==> src/rtl/float_minmax_seq.sv <==
// Streaming frame min/max finder for 16-bit floats (1 sign, 4 exp bias 7, 11 frac), sharing one comparator.
// Optional FMM_INDEX_EN adds m_max_idx/m_min_idx outputs with the 0-based position of each extreme.

module float_comp (
  input  logic [15:0] a,
  input  logic [15:0] b,
  output logic [2:0]  aopb
);
  // Sign-magnitude ordering on raw bits: +0 ranks above -0 and NaN patterns order by magnitude.
  always_comb begin
    if (a == b)
      aopb = 3'b010;
    else if (a[15] != b[15])
      aopb = a[15] ? 3'b001 : 3'b100;
    else if ((a[14:0] > b[14:0]) ^ a[15])
      aopb = 3'b100;
    else
      aopb = 3'b001;
  end
endmodule

module float_minmax_seq #(
  parameter int CNT_W = 8
) (
  input  logic             clk,
  input  logic             rst_n,
  input  logic             s_valid,
  output logic             s_ready,
  input  logic [15:0]      s_data,
  input  logic             s_last,
  output logic             m_valid,
  input  logic             m_ready,
  output logic [15:0]      m_max,
  output logic [15:0]      m_min,
  output logic [CNT_W-1:0] m_count,
  output logic             m_ovf,
  output logic             busy
`ifdef FMM_INDEX_EN
  ,
  output logic [CNT_W-1:0] m_max_idx,
  output logic [CNT_W-1:0] m_min_idx
`endif
);

  typedef enum logic [1:0] {ACCEPT, CMP_MAX, CMP_MIN, DONE} state_t;

  localparam logic [CNT_W-1:0] CNT_MAX = '1;

  state_t             state, state_nxt;
  logic               first_q, last_q, ovf_q;
  logic [15:0]        x_q, max_q, min_q, cmp_b;
  logic [CNT_W-1:0]   count_q;
  logic [2:0]         aopb;
`ifdef FMM_INDEX_EN
  logic [CNT_W-1:0]   x_idx_q, max_idx_q, min_idx_q;
`endif

  float_comp u_comp (
    .a    (x_q),
    .b    (cmp_b),
    .aopb (aopb)
  );

  // NOTE: every always_comb output gets a default first so no path leaves a latch behind.
  always_comb begin
    state_nxt = state;
    s_ready   = 1'b0;
    m_valid   = 1'b0;
    cmp_b     = max_q;
    case (state)
      ACCEPT: begin
        s_ready = 1'b1;
        if (s_valid)
          state_nxt = first_q ? (s_last ? DONE : ACCEPT) : CMP_MAX;
      end
      CMP_MAX: state_nxt = CMP_MIN;
      CMP_MIN: begin
        cmp_b     = min_q;
        state_nxt = last_q ? DONE : ACCEPT;
      end
      DONE: begin
        m_valid = 1'b1;
        if (m_ready) state_nxt = ACCEPT;
      end
      default: state_nxt = ACCEPT;
    endcase
  end

  // NOTE: sequential state uses non-blocking assignments so every register samples pre-edge values.
  always_ff @(posedge clk or negedge rst_n) begin
    if (!rst_n) state <= ACCEPT;
    else        state <= state_nxt;
  end

  always_ff @(posedge clk or negedge rst_n) begin
    if (!rst_n) begin
      first_q <= 1'b1;
      last_q  <= 1'b0;
      ovf_q   <= 1'b0;
      x_q     <= '0;
      max_q   <= '0;
      min_q   <= '0;
      count_q <= '0;
`ifdef FMM_INDEX_EN
      x_idx_q   <= '0;
      max_idx_q <= '0;
      min_idx_q <= '0;
`endif
    end else begin
      case (state)
        ACCEPT: if (s_valid) begin
          x_q    <= s_data;
          last_q <= s_last;
          if (count_q == CNT_MAX) ovf_q   <= 1'b1;
          else                    count_q <= count_q + 1'b1;
`ifdef FMM_INDEX_EN
          x_idx_q <= count_q;
`endif
          if (first_q) begin
            max_q   <= s_data;
            min_q   <= s_data;
            first_q <= 1'b0;
`ifdef FMM_INDEX_EN
            max_idx_q <= '0;
            min_idx_q <= '0;
`endif
          end
        end
        // Strict compares only: a tie leaves the earlier element in place.
        CMP_MAX: if (aopb == 3'b100) begin
          max_q <= x_q;
`ifdef FMM_INDEX_EN
          max_idx_q <= x_idx_q;
`endif
        end
        CMP_MIN: if (aopb == 3'b001) begin
          min_q <= x_q;
`ifdef FMM_INDEX_EN
          min_idx_q <= x_idx_q;
`endif
        end
        DONE: if (m_ready) begin
          first_q <= 1'b1;
          count_q <= '0;
          ovf_q   <= 1'b0;
        end
        default: ;
      endcase
    end
  end

  assign m_max   = max_q;
  assign m_min   = min_q;
  assign m_count = count_q;
  assign m_ovf   = ovf_q;
  assign busy    = (state != ACCEPT) || !first_q;
`ifdef FMM_INDEX_EN
  assign m_max_idx = max_idx_q;
  assign m_min_idx = min_idx_q;
`endif

endmodule

==> config.mk <==
export PLATFORM = sky130hd
export DESIGN_NAME = float_minmax_seq
export DESIGN_NICKNAME = d
export VERILOG_FILES = /design/src/rtl/float_minmax_seq.sv
export SDC_FILE = /design/constraint.sdc
export NUM_CORES = 1
export LEC_CHECK = 0
export CAP_MARGIN = 30
export CORE_MARGIN = 3
export CORE_UTILIZATION = 55
export DETAILED_ROUTE_END_ITERATION = 16
export PLACE_DENSITY = 0.87
export SLEW_MARGIN = 20
export SYNTH_ARGS = -nofsm -noshare
export SYNTH_HDL_FRONTEND = slang
export SYNTH_HIERARCHICAL = 1
export SYNTH_SLANG_ARGS = --single-unit
==> constraint.sdc <==
create_clock -name clk -period 8.2 [get_ports clk]
set_input_delay 2.05 -clock clk [delete_from_list [all_inputs] [get_ports clk]]
set_output_delay 2.05 -clock clk [all_outputs]
set_load 0.02 [all_outputs]
==> out/qor_table.md <==
| Parameter | Value | Unit |
| --- | --- | --- |
| Most congested layer reported by global routing | met2 | - |
| CTS sink cnt | 61 | - |
| Cts-stage hold buffer count | 0 | - |
| Status | finished, final reports clean | - |
| Maximum fanout encountered on the critical timing path | 32 | - |
| Num rows | 28 | - |
| Slew @ Worst Pin | 921.3 | ps |
| Die Area | 0.007270 | mm² |
| Number of cells upsized or downsized after cts | 0 | - |
| MaxCap Viol Count | 0 | - |
| Maximum root-to-sink buffer count | 2 | - |
| Initial core utilization | 57.69 | % |
| Critical path endpoint | m_max[2]$_DFFE_PN0P_ | - |
| Data arrival, critical path | 4660 | ps |
| Non-Filler Cell Area, Final | 0.004300 | mm² |
| Unrepaired setup endpoints after global routing | false | - |
| Clock latency reported for the late side of the worst-skew pair | 340 | ps |
| Overall Global Routing Usage | 22.61 | % |
| Post-CTS setup buffer count | 0 | - |
| Clock root buffer | sky130_fd_sc_hd__clkbuf_8 | - |
| Endpoints failing hold | 0 | - |
| CTS tree | done | - |
| Peak VDD IR | 0.0002241 | V |
| Period Utilization, post-route | 54.23 | % |
| Final critical delay including setup and external delays | 4447 | ps |
| Critical Setup Path Class | reg -> reg | - |
| Vert. Die Dim | 85.27 | µm |
| Area of the core | 0.005991 | mm² |
| Number of H-tree levels | 3 | - |
| Worst Setup SP | state[0]$_DFFE_PN0P_ | - |
| Maximum number of pins on one net before global-route repair | 62 | - |
| Proportion of netlist area held by the largest area contributor | 43.45 | % |
| Routing usage on met1 | 29.56 | % |
| Total Nets Final | 470 | - |
| Worst setup SP type | register | - |
| EDFF count, synth | 0 | - |
| Final-report setup violation count | 0 | - |
| Clock transition at path regs | 70 | ps |
| Avg Inst Size Synth | 9.315 | µm² |
| Slew HR | 38.58 | % |
| Power per cell area | 432.4 | mW/mm² |
| Area added between synthesis and finish | 24.44 | % |
| First DRT Iteration DRCs | 176 | - |
| Part of the Yosys area used for sequential elements | 44.21 | % |
| Number of buffers inserted by port buffering | 64 | - |
| RR Startpoint | state[0]$_DFFE_PN0P_ | - |
| Number of antenna violations at the first check in global routing | 0 | - |
| HPWL after detailed placement | 5311 | µm |
| Global-route wire length before repair | 13230 | µm |
| Worst min-delay path category | reg -> reg | - |
| Pre-Repair DR Iteration Count | 4 | - |
| Number of nets in the synthesized netlist | 408 | - |
| Most common cell in the netlist | sky130_fd_sc_hd__nand2_1 | - |
| Proportion of layout cells with a drive suffix above 1 | 10.96 | % |
| Area of the mapped netlist | 0.003456 | mm² |
| Critical Path Sink Type | register | - |
| Gpl congestion | 0.8382 | - |
| DRC violations left | 0 | - |
| Dpl cell area | 0.004108 | mm² |
| GR Layer Usage met2 | 37.22 | % |
| Count of placed standard cells in the final layout, fillers left out | 513 | - |
| Count of boundary I/O pins | 65 | - |
| Seq cells post-synth | 61 | - |
| Capture point of the worst reg-to-reg path | m_max[2]$_DFFE_PN0P_ | - |
| Final wirelength | 7711 | µm |
| Number of cells in the design after placement | 496 | - |
| Critical path data required time | 8410 | ps |
| Antenna diode count | 0 | - |
| Fraction of registers with async set or reset after synthesis | 100.0 | % |
| Worst setup slack before clock tree synthesis | 3691 | ps |
| Final setup TNS | 0 | ps |
| Synth Warn # | 6 | - |
| Leak | 0.002059 | µW |
| Number of vias per cell after detailed routing | 5.639 | - |
| Post-route clock skew | 12.55 | ps |
| ANT nets after route | 0 | - |
| Clock buffers created by TritonCTS | 9 | - |
| Number of filler cells placed in the layout | 429 | - |
| Met3 Use GR | 3.981 | % |
| Top cells by count, synth | sky130_fd_sc_hd__nand2_1 (100), sky130_fd_sc_hd__dfrtp_1 (60), sky130_fd_sc_hd__mux2i_1 (32), sky130_fd_sc_hd__o21ai_0 (26), sky130_fd_sc_hd__inv_1 (20) | - |
| Slew Limit Fails | 0 | - |
| Dominant synthesized flop cell | sky130_fd_sc_hd__dfrtp_1 | - |
| Synth top area cells | sky130_fd_sc_hd__dfrtp_1 (43%), sky130_fd_sc_hd__nand2_1 (11%), sky130_fd_sc_hd__mux2i_1 (9.3%) | - |
| Maximum clock frequency | 224.9 | MHz |
| Cell accounting for the most synthesized area | sky130_fd_sc_hd__dfrtp_1 | - |
| Routed len/inst | 15.03 | µm |
| Die width | 85.27 | µm |
| Number of instances in the synthesized netlist | 371 | - |
| Number of global-route vias before repair | 2872 | - |
| Post-synthesis cell type count | 41 | - |
| Cell count of the worst reg-to-reg path | 13 | - |
| Slack of the worst reg-to-reg path | 3750 | ps |
| Overflow after GRT | 0 | - |
| Vias after detailed routing | 2893 | - |
| Least setup slack across all paths after layout | 3753 | ps |
[cells in the final DEF (no fill, tap or decap), types with 9 or more instances in the layout]
cell / instances
sky130_fd_sc_hd__o21ai_1: 14
sky130_fd_sc_hd__nor2_1: 9
sky130_fd_sc_hd__clkdlybuf4s50_1: 63
sky130_fd_sc_hd__nand3_1: 9
sky130_fd_sc_hd__dfrtp_1: 60
sky130_fd_sc_hd__clkbuf_8: 11
sky130_fd_sc_hd__mux2i_1: 32
sky130_fd_sc_hd__mux2_2: 16
sky130_fd_sc_hd__a21oi_1: 10
sky130_fd_sc_hd__ha_1: 16
sky130_fd_sc_hd__inv_1: 20
sky130_fd_sc_hd__nand2_1: 100
sky130_fd_sc_hd__o21ai_0: 26
[critical path, cell delays in order (launching register included)]
cell,delay (ps)
sky130_fd_sc_hd__dfrtp_1,590
sky130_fd_sc_hd__nand2b_2,820
sky130_fd_sc_hd__mux2_2,300
sky130_fd_sc_hd__inv_1,40
sky130_fd_sc_hd__ha_1,310
sky130_fd_sc_hd__nand3_1,110
sky130_fd_sc_hd__nor3_1,280
sky130_fd_sc_hd__o21ai_0,210
sky130_fd_sc_hd__and3_4,220
sky130_fd_sc_hd__o22ai_1,250
sky130_fd_sc_hd__nor2_1,100
sky130_fd_sc_hd__a32oi_2,620
sky130_fd_sc_hd__buf_4,330
sky130_fd_sc_hd__o21ai_0,140
[final cells by class]
cell class / instances / area, µm² / area share [%]
Clock inverter: 4 / 22.52 / 0.5237
Tap cell: 75 / 93.84 / 2.182
Multi-Input combinational cell: 272 / 1738 / 40.41
Inverter: 20 / 75.07 / 1.746
Clock buffer: 12 / 155.1 / 3.608
Sequential cell: 61 / 1528 / 35.53
Timing Repair Buffer: 69 / 688.2 / 16.00
[cells by family after synthesis]
| family | count (synthesis) | synth area share [%] |
|---|---|---|
| AOI/OAI and AO/OA | 69 | 11.84 |
| xor gates and xnor gates | 1 | 0.2535 |
| adders and majority gates | 16 | 5.793 |
| buffers and inverters | 38 | 5.793 |
| DFF | 61 | 44.21 |
| muxes | 48 | 14.48 |
| and+or+nand+nor | 138 | 17.63 |
[where the power goes]
part,internal [µW],switching (µW)
logic,481,553
clock network,125,119
registers,439,143
[stage by stage]
stage	hold WS (ps)	util (%)	total power [µW]
after floorplan	446.5	-	1271
after detailed placement	475.0	68.57	1611
after global placement	464.7	68.32	1557
after CTS	488.5	71.53	1860
final	488.3	71.78	1859
after global routing	511.4	71.78	2005
[layer usage]
metal	share of wire (%)	wire [µm]
met5	0	0
met4	1.5	113
met3	5.4	418
met2	49	3798
met1	44	3381
[flip-flops by register name (all words and copies together), names as in the netlist]
| name | count |
|---|---|
| x_q | 16 |
| first_q | 1 |
| m_max | 16 |
| state | 2 |
| m_min | 16 |
| m_count | 8 |
| m_ovf | 1 |
| last_q | 1 |
[how the worst min path moves through the flow]
stage / start / slack (ps) / cells after the start / endpoint
detailed placement: last_q$_DFFE_PN0P_ / 470 / 2 / last_q$_DFFE_PN0P_
floorplan: last_q$_DFFE_PN0P_ / 450 / 2 / last_q$_DFFE_PN0P_
finish: last_q$_DFFE_PN0P_ / 490 / 2 / last_q$_DFFE_PN0P_
global placement: last_q$_DFFE_PN0P_ / 460 / 2 / last_q$_DFFE_PN0P_
CTS: last_q$_DFFE_PN0P_ / 490 / 2 / last_q$_DFFE_PN0P_
global route: last_q$_DFFE_PN0P_ / 510 / 2 / last_q$_DFFE_PN0P_
(Power assumes the default switching activity.)
==> RTL change (config.mk and constraints unchanged) <==
Reset style: synchronous (`rst_n`), changed in 2 clocked blocks.
--- a/src/rtl/float_minmax_seq.sv
+++ b/src/rtl/float_minmax_seq.sv
@@ -87,12 +87,12 @@
   end
 
   // NOTE: sequential state uses non-blocking assignments so every register samples pre-edge values.
-  always_ff @(posedge clk or negedge rst_n) begin
+  always_ff @(posedge clk) begin
     if (!rst_n) state <= ACCEPT;
     else        state <= state_nxt;
   end
 
-  always_ff @(posedge clk or negedge rst_n) begin
+  always_ff @(posedge clk) begin
     if (!rst_n) begin
       first_q <= 1'b1;
       last_q  <= 1'b0;
Check against the original RTL: differs if rst_n is asserted again (counterexample within 4 cycles, from zero or initial values and one cycle with rst_n low); with rst_n held inactive, the same outputs for 4 cycles.
==> RTL change against the unedited design <==
Sequential cell count stayed put. Design area is 0.73% higher. Utilization is 3.6 points higher. Routed wire length is 13% higher. Synthesized area is 1.7% lower. First-iteration DRC count is 47% higher. Worst setup slack worse by 0.094 ns. Critical endpoint is now m_min[3].
Power is not compared: it rests on default switching activity, and its combinational part moved more than twofold at a synthesized area within 25%.
==> RTL change: results (changes against the unedited design) <==
* Status: completed
* Post-Synth Adder-Cell Area at 5.90% (+0.10 points)
* Clk Latency, worst-skew pair at ~0.35 ns
* Post-DP HPWL at 5630 µm (+6.0%)
* Most frequent cells after synthesis: 77 x nand2_1, 61 x dfxtp_1, 32 x mux2i_1, 32 x o211a_1, 22 x a21boi_0
* Largest cells by area after synthesis: dfxtp_1 36%, mux2i_1 9.4%, o211a_1 9.4%, nand2_1 8.5%, ha_1 5.9%
* Nets at 473 (+0.64%)
* Synth Flop Type: dfxtp_1
* CP max stage cell: dfxtp_1
* GPL Wtd Cong at 0.856 (+2.1%)
* Fraction of layout cells with a size suffix above 1 at 11.6% (+0.61 points)
* Hold Crit Class: reg2reg
* Clock skew at 0.00984 ns (-0.00270 ns)
* Min-Delay Endpoint: m_ovf
* Clk pwr at 306 µW
* Synthesized Nets at 418 (+2.5%)
* Htree depth at 3 (unchanged)
* Worst r2r path cells at 15 (+2)
* Vias/cell at 5.98 (+6.1%)
* Reg2reg end: m_min[3]
* Largest net degree at the start of global routing at 61 (-1.6%)
* Sequential share of the synthesized area at 36.0% (-8.2 points)
* Compound-Gate Fraction of Synth Area at 21.8% (+10 points)
* First-pass GRT wire length at 14100 µm (+6.5%)
* Placed insts at 495 (-0.20%)
* Final setup margin at 3.66 ns (-0.0944 ns)
* Total CTS buffers at 9 (unchanged)
* Setup crit start: state[0]
* Initial antenna violation count at 0 (unchanged)
* Distinct cells, synth at 42 (+2.4%)
* Antenna diode count at 0 (unchanged)
* VDD IR max at 145 µV
* Synth async-reset ratio at 0% (-100 points)
* CP max stage delay at 0.52 ns (-0.30 ns)
* Lkg Pwr at 2.18 nW
* Fillers at 408 (-4.9%)
* CTS root buffer: clkbuf_8
* Post-synthesis xor/xnor area fraction at 0.258% (+0.0045 points)
* Min Hold Slack at 0.473 ns (-0.0150 ns)
* Buffers on Ports at 64 (unchanged)
* PD cells at between 200 and 250 nW/µm²
* Vias in the first global route at 3031 (+5.5%)
* Worst Hold Depth at 2 (unchanged)
* All-Layer GR Usage at 24.2% (+1.6 points)
* Routed via count at 3070 (+6.1%)
* Drt pass-1 iters at 5 (+1)
* Relative slew slack at 41.9% (+3.4 points)
* Mux cell area share after synthesis at 14.7% (+0.26 points)
* Detailed Route Iter0 Violations at 259 (+47%)
* Setup WS pre-CTS at 3.53 ns (-0.164 ns)
* Area after DPL at 4060 µm² (-1.2%)
* Critical path type: reg2reg
* Critical-path maximum fanout at 28 (-13%)
* Sw power at 303 µW
* Routed len/inst at 16.9 µm (+13%)
* Hold Crit Start: m_ovf
* Arr. time, crit path at 4.78 ns (+0.12 ns)
* Average size of a mapped cell at 8.91 µm² (-4.3%)
## RTL change: changes by cell type after synthesis, sizes merged, moves of 4 or more
cell | unedited run | this run
nand3 | 10 | 6
dfxtp | 0 | 61
o211a | 0 | 32
clkbuf | 1 | 17
dfrtp | 60 | 0
o21ai | 40 | 9
nand2 | 100 | 77
a21boi | 0 | 22
buf | 17 | 9
## RTL change: metal layers
layer / up-vias / share of wire [%] / global-route usage (%)
met5: - / 0 / 0
met4: 0 / 2.2 / 11.9
met3: 25 / 5.7 / 4.61
met2: 114 / 48 / 40.1
met1: 1464 / 44 / 29.8
li1: 1467 / - / -
## RTL change: layout make-up
type | count | area (µm²) | area share (%)
clock buffers | 12 | 155 | 3.58
multi-input cells | 273 | 2000 | 46.2
clock inverters | 4 | 70.1 | 1.62
well taps | 72 | 90.1 | 2.08
inverters | 21 | 78.8 | 1.82
flip-flops and latches | 61 | 1220 | 28.2
repair buffers | 70 | 713 | 16.5
